==> src/rtl/elevator_pkg.sv <==
// Shared constants and state encoding for the elevator call scheduler.
package elevator_pkg;

    localparam logic UP = 1'b0;
    localparam logic DO = 1'b1;

    localparam int NFLOORS_DEF = 4;
    localparam int FLOOR_W_DEF = 2;

    typedef enum logic [1:0] {
        IDLE = 2'd0,
        MOVE = 2'd1,
        DOOR = 2'd2
    } state_t;

endpackage

==> src/rtl/elevator_req_lookahead.sv <==
// Combinational view of the pending calls relative to a given floor.
module elevator_req_lookahead
    import elevator_pkg::*;
#(
    parameter int NFLOORS = NFLOORS_DEF,
    parameter int FLOOR_W = FLOOR_W_DEF
)(
    input  logic [NFLOORS-1:0] pending,
    input  logic [FLOOR_W-1:0] floor,
    output logic               any_above,
    output logic               any_below,
    output logic               here
);

    always_comb begin
        any_above = 1'b0;
        any_below = 1'b0;
        here      = 1'b0;
        for (int i = 0; i < NFLOORS; i++) begin
            if (pending[i] && (FLOOR_W'(i) > floor))  any_above = 1'b1;
            if (pending[i] && (FLOOR_W'(i) < floor))  any_below = 1'b1;
            if (pending[i] && (FLOOR_W'(i) == floor)) here      = 1'b1;
        end
    end

endmodule

==> src/rtl/elevator_sched.sv <==
// SCAN-style call scheduler and car sequencer for the elevator.
// Optional: define DOOR_REOPEN_EN so a call at the open floor restarts the door timer.
module elevator_sched
    import elevator_pkg::*;
#(
    parameter int NFLOORS     = NFLOORS_DEF,
    parameter int FLOOR_W     = FLOOR_W_DEF,
    parameter int MOVE_CYCLES = 16,
    parameter int DOOR_CYCLES = 8
)(
    input  logic               clk,
    input  logic               rst,
    input  logic [NFLOORS-1:0] call_req,
    output logic [FLOOR_W-1:0] floor,
    output logic               dir,
    output logic               moving,
    output logic               door_open,
    output logic [NFLOORS-1:0] pending,
    output logic               arrive
);

    localparam int MT_W = (MOVE_CYCLES > 1) ? $clog2(MOVE_CYCLES) : 1;
    localparam int DT_W = (DOOR_CYCLES > 1) ? $clog2(DOOR_CYCLES) : 1;
    localparam logic [MT_W-1:0]    MOVE_LOAD = MT_W'(MOVE_CYCLES - 1);
    localparam logic [DT_W-1:0]    DOOR_LOAD = DT_W'(DOOR_CYCLES - 1);
    localparam logic [FLOOR_W-1:0] TOP_FLOOR = FLOOR_W'(NFLOORS - 1);

    // Saturating one-floor step; the lookahead should never ask past the ends.
    function automatic logic [FLOOR_W-1:0] step_floor(input logic [FLOOR_W-1:0] f,
                                                      input logic d);
        if (d == UP)
            return (f == TOP_FLOOR) ? f : f + FLOOR_W'(1);
        return (f == '0) ? f : f - FLOOR_W'(1);
    endfunction

    function automatic logic [NFLOORS-1:0] onehot(input logic [FLOOR_W-1:0] f);
        return NFLOORS'(1) << f;
    endfunction

    state_t              state, state_n;
    logic [MT_W-1:0]     move_tmr, move_tmr_n;
    logic [DT_W-1:0]     door_tmr, door_tmr_n;
    logic [FLOOR_W-1:0]  floor_n, nf;
    logic                dir_n, arrive_n;
    logic [NFLOORS-1:0]  serve_mask, pending_n;
    logic                above_now, below_now, here_now;
    logic                above_nf, below_nf, here_nf, ahead_nf;

    assign nf       = step_floor(floor, dir);
    assign ahead_nf = (dir == UP) ? above_nf : below_nf;

    elevator_req_lookahead #(.NFLOORS(NFLOORS), .FLOOR_W(FLOOR_W)) u_look_now (
        .pending   (pending),
        .floor     (floor),
        .any_above (above_now),
        .any_below (below_now),
        .here      (here_now)
    );

    elevator_req_lookahead #(.NFLOORS(NFLOORS), .FLOOR_W(FLOOR_W)) u_look_next (
        .pending   (pending),
        .floor     (nf),
        .any_above (above_nf),
        .any_below (below_nf),
        .here      (here_nf)
    );

    always_comb begin
        state_n    = state;
        floor_n    = floor;
        dir_n      = dir;
        move_tmr_n = move_tmr;
        door_tmr_n = door_tmr;
        arrive_n   = 1'b0;
        serve_mask = '0;
        case (state)
            IDLE: begin
                if (here_now) begin
                    state_n    = DOOR;
                    serve_mask = onehot(floor);
                    door_tmr_n = DOOR_LOAD;
                end else if (above_now && (dir == UP || !below_now)) begin
                    state_n    = MOVE;
                    dir_n      = UP;
                    move_tmr_n = MOVE_LOAD;
                end else if (below_now) begin
                    state_n    = MOVE;
                    dir_n      = DO;
                    move_tmr_n = MOVE_LOAD;
                end
            end
            MOVE: begin
                if (move_tmr != '0) begin
                    move_tmr_n = move_tmr - MT_W'(1);
                end else begin
                    floor_n  = nf;
                    arrive_n = 1'b1;
                    if (here_nf) begin
                        state_n    = DOOR;
                        serve_mask = onehot(nf);
                        door_tmr_n = DOOR_LOAD;
                    end else if (ahead_nf) begin
                        move_tmr_n = MOVE_LOAD;
                    end else begin
                        state_n = IDLE;
                    end
                end
            end
            DOOR: begin
                // The open floor is served continuously, so its calls never latch.
                serve_mask = onehot(floor);
`ifdef DOOR_REOPEN_EN
                if ((call_req & onehot(floor)) != '0)
                    door_tmr_n = DOOR_LOAD;
                else if (door_tmr == '0)
                    state_n = IDLE;
                else
                    door_tmr_n = door_tmr - DT_W'(1);
`else
                if (door_tmr == '0)
                    state_n = IDLE;
                else
                    door_tmr_n = door_tmr - DT_W'(1);
`endif
            end
            default: state_n = IDLE;
        endcase
    end

    assign pending_n = (pending | call_req) & ~serve_mask;
    assign moving    = (state == MOVE);
    assign door_open = (state == DOOR);

    always_ff @(posedge clk or posedge rst) begin
        if (rst) begin
            state    <= IDLE;
            floor    <= '0;
            dir      <= UP;
            pending  <= '0;
            arrive   <= 1'b0;
            move_tmr <= '0;
            door_tmr <= '0;
        end else begin
            state    <= state_n;
            floor    <= floor_n;
            dir      <= dir_n;
            pending  <= pending_n;
            arrive   <= arrive_n;
            move_tmr <= move_tmr_n;
            door_tmr <= door_tmr_n;
        end
    end

endmodule
==> config.mk <==
export PLATFORM = sky130hd
export DESIGN_NAME = elevator_sched
export DESIGN_NICKNAME = d
export VERILOG_FILES = /design/src/rtl/elevator_pkg.sv /design/src/rtl/elevator_req_lookahead.sv /design/src/rtl/elevator_sched.sv
export SDC_FILE = /design/constraint.sdc
export NUM_CORES = 1
export LEC_CHECK = 0
export BUFFER_PORTS_ARGS = -buffer_cell sky130_fd_sc_hd__clkbuf_2
export CORE_UTILIZATION = 43
export CTS_BUF_LIST = sky130_fd_sc_hd__clkbuf_16
export DETAILED_ROUTE_END_ITERATION = 10
export GPL_ROUTABILITY_DRIVEN = 0
export PLACE_DENSITY = 0.69
export SYNTH_ARGS = -nofsm -noshare
export SYNTH_HDL_FRONTEND = slang
export SYNTH_SLANG_ARGS = --single-unit
export TNS_END_PERCENT = 100
==> constraint.sdc <==
create_clock -name clk -period 2.25 [get_ports clk]
set_input_delay 0.3375 -clock clk [delete_from_list [all_inputs] [get_ports clk]]
set_output_delay 0.3375 -clock clk [all_outputs]
set_load 0.1 [all_outputs]
==> impl_metrics.ini <==
[final_layout]
nFillCells = 228
regArea_um2 = 427
multiInputGateArea_um2 = 561
layout-drive-gt1-share_pct = 23.6
diodes = 0
nets = 137
syn2layout_area_growth_pct = 16.7

[clocking]
clkTransAtPathRegs_ns = 0.05
cts_resized = 0
ctsHoldBuffers = 0
root_buffer = clkbuf_16
clkLatencyLatePin_ns = 0.25
numCtsBuffers = 3
cts_tree = yes
clock_path_buffers = 2
htree_levels = 1
post-cts-setup-buffers = 0
cts_sinks = 17

[sta]
max_freq_mhz = 556
finalSetupTns_ns = 0
min_period_over_period_pct = 80.0
hold_violations = 0
rsz0062_at_grt = no
maxSlewViolCount = 0
maxSlewHeadroom_pct = 56.6
fin_hold_ws_ns = 0.150
period_needed_ns = 1.80
tightestPinTransition_ns = 0.650
skew_ns = 0.00377
setup_viol = 0

[global_routing]
grt_overflow = 0
grt.busiest_layer = met2
use_met2_pct = 31.4
grt_pass1_wl_um = 3730
grt_pass1_vias = 839
grt_usage_pct = 19.2
antenna_found_initial = 0
gr-usage-met3_pct = 4.46
met1_usage_pct = 24.9
grt_max_degree = 18

[outcome]
status = finished clean

[route]
drtAntennaViolNets = 0
wl_per_cell_um = 13.7
vias_per_cell = 5.59
first_pass_iters = 4
totalWireLength_um = 2120
vias = 866
drtIter0Drc = 25
drc = 0

[job]
drv_cap = 0

[placed_design]
dp_hpwl_um = 1520
port-buffer-count = 15

[floorplan]
die_y_um = 51.3
io_pins = 16
die_area_um2 = 2630
start_util_pct = 46.3
die_w_um = 51.3
core_area_um2 = 2250
rows = 17

[setup_path]
path_cells = mux4_2 > nor2_1 > or3_1 > o31ai_2 > a221oi_2
crit_fanout = 16
path_delay_family = multiplexers
end_kind = register
worstSetupStartpoint = floor[0]$_DFFE_PP0P_
path_buf_inv = 0
r2r_cells = 5
required_ns = 2.41
r2r_start = floor[0]$_DFFE_PP0P_
r2r-end = pending[1]$_DFF_PP0_
critPathLaunchType = register
rrSetupSlack_ns = 0.45
crit_type = register to register
cp_slowest_cell = mux4_2
slowest_delay_ns = 0.59
cp.arrival_ns = 1.96

[logic_synthesis]
ys_seq_elements = 17
synth_nets = 121
yosys_warnings = 0
netlist_instances = 112
synth_top_area_share_pct = 40.8
synthFlopType = dfrtp_1
ys_types = 39
yosysSeqAreaShare_pct = 40.8
yosysMostFrequentCell = dfrtp_1
synth_area_leaders = dfrtp_1, nor2_1, ha_1
synth_area_um2 = 1040
postSynth.asyncResetShare_pct = 100
synth_enable_flop_cells = 0
avgSynthCellArea_um2 = 9.32
netlist_top_cells_count = dfrtp_1, nor2_1, inv_1
yosys.area.top_type = dfrtp_1

[power_and_ir_drop]
cellLeakagePower_nw = 0.559
peakVddDrop_v = 0.000826
p_per_area_nw_per_um2 = 1470

[hold_path]
hp-class = primary input to asynchronous set/reset pin
==> area by class of cell <==
type | instances | area share, %
tap | 28 | 2.88
clock inverter | 1 | 0.308
timing repair buffer | 16 | 6.78
inverter | 9 | 2.77
sequential | 17 | 35.0
clock buffer | 3 | 6.17
multi-input combinational | 81 | 46.0
==> power breakdown <==
part | leakage (nW) | internal, mW | switching [mW]
registers | 0.179 | 0.405 | 0.163
clock network | 0.0423 | 0.236 | 0.113
logic | 0.338 | 0.269 | 0.603
==> layer usage <==
layer	up-vias	wire, um
met1	413	943
met4	0	26
met3	5	88
met5	-	0
li1	429	-
met2	19	1070
==> through the flow <==
stage | worst slack (ns) | power (mW) | utilization (%) | instances | cell area (um^2)
6_report | 0.450 | 1.79 | 54.0 | 155 | 1220
5_1_grt | 0.283 | 1.90 | 54.0 | 155 | 1220
4_1_cts | 0.440 | 1.80 | 54.0 | 155 | 1220
3_5_place_dp | 0.460 | 1.45 | 50.5 | 151 | 1140
3_3_place_gp | 0.500 | 1.42 | 50.5 | 151 | 1140
2_1_floorplan | 0.158 | 1.30 | - | 112 | 1050
==> worst max-delay path by stage <==
stage                           end  depth (start not counted)  slack (ns)
5_1_grt        pending[2]$_DFF_PP0_                          5        0.28
2_1_floorplan  pending[3]$_DFF_PP0_                          5        0.16
4_1_cts                      moving                          2        0.44
3_5_place_dp   pending[2]$_DFF_PP0_                          5        0.46
3_3_place_gp   pending[2]$_DFF_PP0_                          5        0.50
6_report       pending[1]$_DFF_PP0_                          5        0.45
==> registers in the layout (all words and copies together) (netlist names) <==
name	cells
door_tmr	3
dir	1
state	2
floor	2
move_tmr	4
pending	4
arrive	1
==> logic make-up (layout without fill, tap and decap cells) <==
kind of cell | after synthesis | in the layout | share of synthesized area (%)
mux | 2 | 2 | 3.12
simple gates | 34 | 34 | 16.2
fa+ha+maj | 3 | 3 | 3.60
buf+inv | 14 | 29 | 6.23
xor+xnor | 1 | 1 | 0.839
compound gates | 41 | 41 | 29.3
flops | 17 | 17 | 40.8
==> cells in the final DEF, fill, tap and decap left out, types with 2 or more instances in the layout <==
cell type	n
o21a_1	5
a21oi_1	7
nand3b_1	3
o21ai_1	3
a21o_1	4
clkbuf_16	3
nand2_1	7
and2_1	2
o22ai_1	2
o21ai_0	7
nand3_1	3
inv_1	10
and3_1	2
clkbuf_2	15
dfrtp_1	16
nor2_1	11
ha_1	3
a221oi_2	2
No activity file was read; power rests on OpenSTA's default activity.
